`src/rtl/proposed_adder_pkg.sv`:
```
// Shared constants and helpers for the proposed_adder datapath.
package proposed_adder_pkg;

  localparam int DEFAULT_WIDTH       = 8;
  localparam int DEFAULT_APPROX_LSBS = 0;
  localparam int SUM_W               = DEFAULT_WIDTH + 1;

  function automatic int sum_width(input int width);
    return width + 1;
  endfunction

endpackage

```
`src/rtl/proposed_adder_control.sv`:
```
// Carry-control stage: one control bit per sum position plus the carry-out.
module proposed_adder_control
  import proposed_adder_pkg::*;
#(
  parameter int WIDTH       = DEFAULT_WIDTH,
  parameter int APPROX_LSBS = DEFAULT_APPROX_LSBS
) (
  input  logic [WIDTH-1:0] a_i,
  input  logic [WIDTH-1:0] b_i,
  output logic [WIDTH-1:0] y_o,
  output logic             cout_o
);

  localparam int K   = APPROX_LSBS;
  localparam int KM1 = (K > 0) ? K - 1 : 0;

  logic [WIDTH-1:0] g;
  logic [WIDTH-1:0] p;
  logic [WIDTH-1:0] y;

  assign g = a_i & b_i;
  assign p = a_i ^ b_i;

  // The approximate part never propagates; only its top generate feeds bit K.
  always_comb begin
    y = '0;
    if (K > 0) begin
      y[K] = g[KM1];
    end
    for (int unsigned i = K + 1; i < WIDTH; i++) begin
      y[i] = g[i-1] | (p[i-1] & y[i-1]);
    end
  end

  assign y_o    = y;
  assign cout_o = g[WIDTH-1] | (p[WIDTH-1] & y[WIDTH-1]);

endmodule

```
`src/rtl/proposed_adder.sv`:
```
// Registered WIDTH-bit adder with modified-XOR sum cells and optional OR-approximated low bits.
module proposed_adder
  import proposed_adder_pkg::*;
#(
  parameter int WIDTH       = DEFAULT_WIDTH,
  parameter int APPROX_LSBS = DEFAULT_APPROX_LSBS
) (
  input  logic             clk,
  input  logic             rst_n,
  input  logic             in_valid,
  input  logic [WIDTH-1:0] a,
  input  logic [WIDTH-1:0] b,
  output logic [WIDTH:0]   s,
  output logic             out_valid
);

  localparam int SW = sum_width(WIDTH);

  if (APPROX_LSBS < 0 || APPROX_LSBS >= WIDTH) begin : g_bad_param
    $error("proposed_adder: APPROX_LSBS must be in 0..WIDTH-1");
  end

  logic [WIDTH-1:0] y;
  logic             cout;
  logic [SW-1:0]    sum;
  logic [SW-1:0]    s_d, s_q;
  logic             out_valid_d, out_valid_q;

  proposed_adder_control #(
    .WIDTH      (WIDTH),
    .APPROX_LSBS(APPROX_LSBS)
  ) u_control (
    .a_i   (a),
    .b_i   (b),
    .y_o   (y),
    .cout_o(cout)
  );

  for (genvar i = 0; i < WIDTH; i++) begin : g_bit
    if (i < APPROX_LSBS) begin : g_approx
      assign sum[i] = a[i] | b[i];
    end else begin : g_exact
      assign sum[i] = a[i] ^ b[i] ^ y[i];
    end
  end
  assign sum[WIDTH] = cout;

  always_comb begin
    s_d         = s_q;
    out_valid_d = 1'b0;
    if (in_valid) begin
      s_d         = sum;
      out_valid_d = 1'b1;
    end
  end

  always_ff @(posedge clk or negedge rst_n) begin
    if (!rst_n) begin
      s_q         <= '0;
      out_valid_q <= 1'b0;
    end else begin
      s_q         <= s_d;
      out_valid_q <= out_valid_d;
    end
  end

  assign s         = s_q;
  assign out_valid = out_valid_q;

endmodule

```
`config.mk`:
```
export PLATFORM = sky130hd
export DESIGN_NAME = proposed_adder
export DESIGN_NICKNAME = d
export VERILOG_FILES = /design/src/rtl/proposed_adder_pkg.sv /design/src/rtl/proposed_adder_control.sv /design/src/rtl/proposed_adder.sv
export SDC_FILE = /design/constraint.sdc
export NUM_CORES = 1
export LEC_CHECK = 0
export CORE_MARGIN = 8
export CORE_UTILIZATION = 39
export DETAILED_ROUTE_END_ITERATION = 12
export PLACE_DENSITY = 0.75
export SYNTH_ARGS = -nofsm -noshare
export SYNTH_HDL_FRONTEND = slang
export SYNTH_HIERARCHICAL = 1
export SYNTH_SLANG_ARGS = --single-unit
```
`constraint.sdc`:
```
create_clock -name clk -period 0.8 [get_ports clk]
set_input_delay 0.16 -clock clk [delete_from_list [all_inputs] [get_ports clk]]
set_output_delay 0.16 -clock clk [all_outputs]
set_load 0.03 [all_outputs]
```
# == Yosys cells after proc, flatten, opt, wreduce, memory -nomap -nowiden ==
# Index checks and enable logic that the tools add are counted.
# totals
inputBits,19
out_inout_bits,10
ff_bits,10
# op_classes
n_mux,1
n_bitwise,31
# op_table
operator,n
$xor A1 B1 Y1,15
$and A8 B8 Y8,1
$xor A8 B8 Y8,1
$and A1 B1 Y1,7
$or A1 B1 Y1,7
$mux W1,1

# == Depth between registers and ports, before layout ==
# depth
depth_word,15
mapped_depth,6
mapped_depth_nobuf,6

# == Modules after synthesis ==
# The synthesis kept the hierarchy.
# modules_own_cells
mod,instances,seq_area_each_um2,area_per_inst_um2,cells_per_inst
proposed_adder,1,250.2,546.8,28
proposed_adder_control,1,0.0,234.0,31

# == Worst setup path before layout ==
# Ideal clock, no wire load.
# synth_path
path_kind,in2reg
from,input port a[1]
to,"register s_q[5], in the netlist s[5]"
path_buffers,0
arrival_time_ps,1373
required_ps,675
stages,6
path_slack_ps,-698
setup_ps,125
cell_sequence,ha_1 and4_4 o21ai_0 a21oi_1 xor3_1 mux2_2
# synth_via
elab_chain_len,10
elab_cells_between_ends,11
cone_classes,bitwise: 11
# synth_rtl
item,line_no,rtl
"start, declared",proposed_adder.sv:11,"input logic [WIDTH-1:0] a,"
$xor A8 B8 Y8,proposed_adder_control.sv:22,assign p = a_i ^ b_i;
$and A1 B1 Y1,proposed_adder_control.sv:31,y[i] = g[i-1] | (p[i-1] & y[i-1]);
$or A1 B1 Y1 (*),proposed_adder_control.sv:31,
$and A1 B1 Y1 (*),proposed_adder_control.sv:31,
$or A1 B1 Y1 (*),proposed_adder_control.sv:31,
$and A1 B1 Y1 (*),proposed_adder_control.sv:31,
$or A1 B1 Y1 (*),proposed_adder_control.sv:31,
$and A1 B1 Y1 (*),proposed_adder_control.sv:31,
$or A1 B1 Y1 (*),proposed_adder_control.sv:31,
net y[5],proposed_adder.sv:23,logic [WIDTH-1:0] y;
$xor A1 B1 Y1 (*),proposed_adder.sv:43,assign sum[i] = a[i] ^ b[i] ^ y[i];
"end signal, assigned",proposed_adder.sv:59,s_q <= '0;
"end signal, assigned",proposed_adder.sv:62,s_q <= s_d;
"end, declared",proposed_adder.sv:26,"logic [SW-1:0] s_d, s_q;"
# The timed path passes the listed nets; every way through them passes the cells marked *.
# A chain may end at the register's enable or synchronous reset.

# == Worst setup path after layout ==
# layout_path
from,input port b[2]
to,"register s_q[6], in the netlist s[6]"
# layout_via
elab_chain_len,10
elab_cells_between_ends,11
cone_classes,bitwise: 11
# layout_rtl
item,line_no,rtl
"start, declared",proposed_adder.sv:12,"input logic [WIDTH-1:0] b,"
$xor A8 B8 Y8,proposed_adder_control.sv:22,
$and A1 B1 Y1,proposed_adder_control.sv:31,
$or A1 B1 Y1 (*),proposed_adder_control.sv:31,
$and A1 B1 Y1 (*),proposed_adder_control.sv:31,
$or A1 B1 Y1 (*),proposed_adder_control.sv:31,
$and A1 B1 Y1 (*),proposed_adder_control.sv:31,
$or A1 B1 Y1 (*),proposed_adder_control.sv:31,
$and A1 B1 Y1 (*),proposed_adder_control.sv:31,
$or A1 B1 Y1 (*),proposed_adder_control.sv:31,
net y[6],proposed_adder.sv:23,
$xor A1 B1 Y1 (*),proposed_adder.sv:43,
# Marks and branches as above.

==> flow_summary.json <==
{
  "die_x_um": 60.74,
  "use_met3": 0.02542,
  "wl_mm": 2.107,
  "hold_buffers": 0,
  "n_fill_cell": 123,
  "multi_input_area_um2": 656.9,
  "crit_chain": "buf_6 > ha_4 > and4_4 > o21ai_4 > buf_6 > nand3b_1 > xor3_1 > mux2_4",
  "cts_made_buffers": 3,
  "synth_nets": 85,
  "vias_per_cell": 4.719,
  "cp_num_cells": 8,
  "synth_area_um2": 780.7,
  "vias": 656,
  "synthesis.instances": 59,
  "slowest_delay_ns": 0.27,
  "endpoint": "s[6]",
  "gp_congestion": 0.7554,
  "grt_pass1_vias": 798,
  "antenna_found_initial": 0,
  "dieArea_um2": 3689,
  "gr-total-overflow": 0,
  "drive_above_1_share": 0.6786,
  "required_ns": 0.95,
  "fmax_mhz": 708.7,
  "die-height_um": 60.74,
  "hold_viol_final": 0,
  "pre_cts_slack_ns": -1.241,
  "drtPass1Iterations": 4,
  "timing.critical_path.to_type": "register",
  "clockBufferDepth": 2,
  "hold_path.class": "in2async",
  "dpl.hpwl_mm": 1.559,
  "reg2reg_from": "s[2]",
  "cp_max_fo": 3,
  "grt_max_degree": 11,
  "grt_usage": 0.1193,
  "drtIter0Drc": 7,
  "cts-root-buf": "clkbuf_4",
  "regToRegEndpoint": "s[2]",
  "initial_core_util": 0.4063,
  "critPathSlowestCell": "mux2_4",
  "status": "finished with violations",
  "p_per_area_nw_per_um2": 1653,
  "num_io_pins": 29,
  "ant_nets": 0,
  "cts_sinks": 10,
  "crit_start": "b[2]",
  "wl_per_cell_um": 15.16,
  "finalClockSkew_ns": 0,
  "drv_slew": 0,
  "ys_ff_latch": 10,
  "cp_top_family": "simple AND/OR/NAND/NOR gates",
  "met2_usage": 0.2172,
  "finalWorstSetupSlack_ns": -0.6110,
  "core_um2": 1922,
  "stdcell_count": 139,
  "synth-seq-area-share": 0.3205,
  "syn_avg_cell_area_um2": 13.23,
  "io_buffers": 28,
  "layout.nets": 139,
  "dp_cells": 129,
  "rows": 16,
  "cts_max_level": 1,
  "worst_ir_drop_vdd_mv": 1.588,
  "p_leak_nw": 0.7396,
  "layout_min_cycle_time_ns": 1.411,
  "maxCapViolCount": 0,
  "antennaDiodeCount": 0,
  "drc": 0,
  "gr-usage-met1": 0.1315,
  "failed_checks": "setup timing",
  "clkTransAtPathRegs_ns": 0.07,
  "regArea_um2": 250.2,
  "crit_type": "in2reg",
  "rsz0062_at_grt": "true",
  "syn2layout_area_growth_pct": 86.86,
  "cpMostUsedCell": "buf_6",
  "post-route-period-util": 1.764,
  "yosysWarningCount": 6,
  "grt_first_pass_wirelength_mm": 3.381,
  "top_usage_layer": "met2",
  "reg2reg_depth": 2,
  "worstPathArrival_ns": 1.56,
  "start_kind": "primary input",
  "ys_types": 24,
  "regToRegSetupSlack_ns": -0.10,
  "cts_tree": "done",
  "insertion_delay_ns": 0.25,
  "crit_buf_inv": 2,
  "setup_viol": 19
}
[flip-flops by register name (all words and copies together) (netlist names)]
| name | count |
|---|---|
| s | 9 |
| out_valid | 1 |
[power breakdown]
| part | switching, mW | internal [mW] |
|---|---|---|
| clock | 0.161 | 0.276 |
| combinational | 0.531 | 0.742 |
| sequential | 0.0830 | 0.618 |
[metal layers]
metal / vias up / part of all wire / wire, um
met5: - / 0 / 0
met4: 0 / 0.010 / 21
met3: 2 / 0.049 / 104
met2: 15 / 0.54 / 1145
met1: 318 / 0.40 / 835
li1: 321 / - / -
[final cells by class]
cell class	instances	share of cell area
multi-input combinational	46	0.4503
timing repair buffer	51	0.3276
sequential	10	0.1715
clock buffer	4	0.02487
tap	27	0.02316
inverter	1	0.002573
[worst min-delay path by stage]
stage,start,end,slack [ns]
after floorplan,rst_n,out_valid,-0.14
after global placement,rst_n,s[6],0.46
after detailed placement,rst_n,s[6],0.46
after CTS,rst_n,s[6],0.17
after global routing,in_valid,out_valid,0.19
final,rst_n,out_valid,0.18
[placed cells by master, fill, tap and decap left out]
master,n
a32oi_1,1
a21o_2,1
nand2b_1,1
nand2_1,1
dlygate4sd2_1,3
clkdlybuf4s50_1,1
nor2_1,3
inv_1,1
a21oi_2,1
buf_6,19
ha_4,6
a21o_1,2
mux2_4,6
mux2_2,3
clkbuf_8,1
buf_8,3
xor3_1,8
buf_2,6
o21ai_4,2
o21ai_0,1
a31oi_2,1
dfrtp_1,10
nand3b_1,1
or2_2,1
and3_4,1
clkbuf_4,3
conb_1,1
nor3_2,1
dlymetal6s2s_1,2
and4_4,1
ha_2,1
and2_4,1
nor2_2,1
buf_4,17
[through the flow]
| step | TNS, ns | power (mW) | hold slack, ns | instance area (um2) | utilization |
|---|---|---|---|---|---|
| floorplan | -4.082 | 1.276 | -0.1356 | 817.0 | - |
| global placement | -9.285 | 1.696 | 0.4590 | 1221 | 0.6354 |
| detailed placement | -9.652 | 1.723 | 0.4614 | 1221 | 0.6354 |
| CTS | -5.314 | 2.381 | 0.1748 | 1401 | 0.7292 |
| global route | -5.705 | 2.557 | 0.1867 | 1459 | 0.7591 |
| finish | -5.162 | 2.411 | 0.1791 | 1459 | 0.7591 |
[Yosys cell counts]
master,instances,share of area
a21o_1,2,0.019
a21o_2,1,0.011
a21oi_1,1,0.0064
a31oi_1,1,0.0080
a32oi_1,1,0.011
and2_1,1,0.0080
and3_2,1,0.0096
and4_4,1,0.014
buf_2,1,0.0064
buf_4,1,0.0096
conb_1,1,0.0048
dfrtp_1,10,0.32
ha_1,7,0.11
inv_1,1,0.0048
mux2_2,9,0.13
nand2_1,1,0.0048
nand2b_1,1,0.0080
nand3b_1,1,0.0096
nor2_1,4,0.019
nor3_1,1,0.0064
o21ai_0,2,0.013
o21ai_2,1,0.011
or2_2,1,0.0080
xor3_1,8,0.24
[cells by family after synthesis]
logic type	synth area share
DFF	0.3205
other	0.004803
and+or+nand+nor	0.08815
xor gates and xnor gates	0.2436
AOI/OAI and AO/OA	0.08013
buffers and inverters	0.02083
adders and majority gates	0.1122
muxes	0.1298
[what timing repair did]
action                                  4_1_cts  5_1_grt
endpoints found under the setup margin       19       19
pin swaps                                    17        3
setup buffers                                 6        0
endpoints found under the hold margin         0        0
resized for setup                            81       17
No activity file was read; power rests on OpenSTA's default activity.
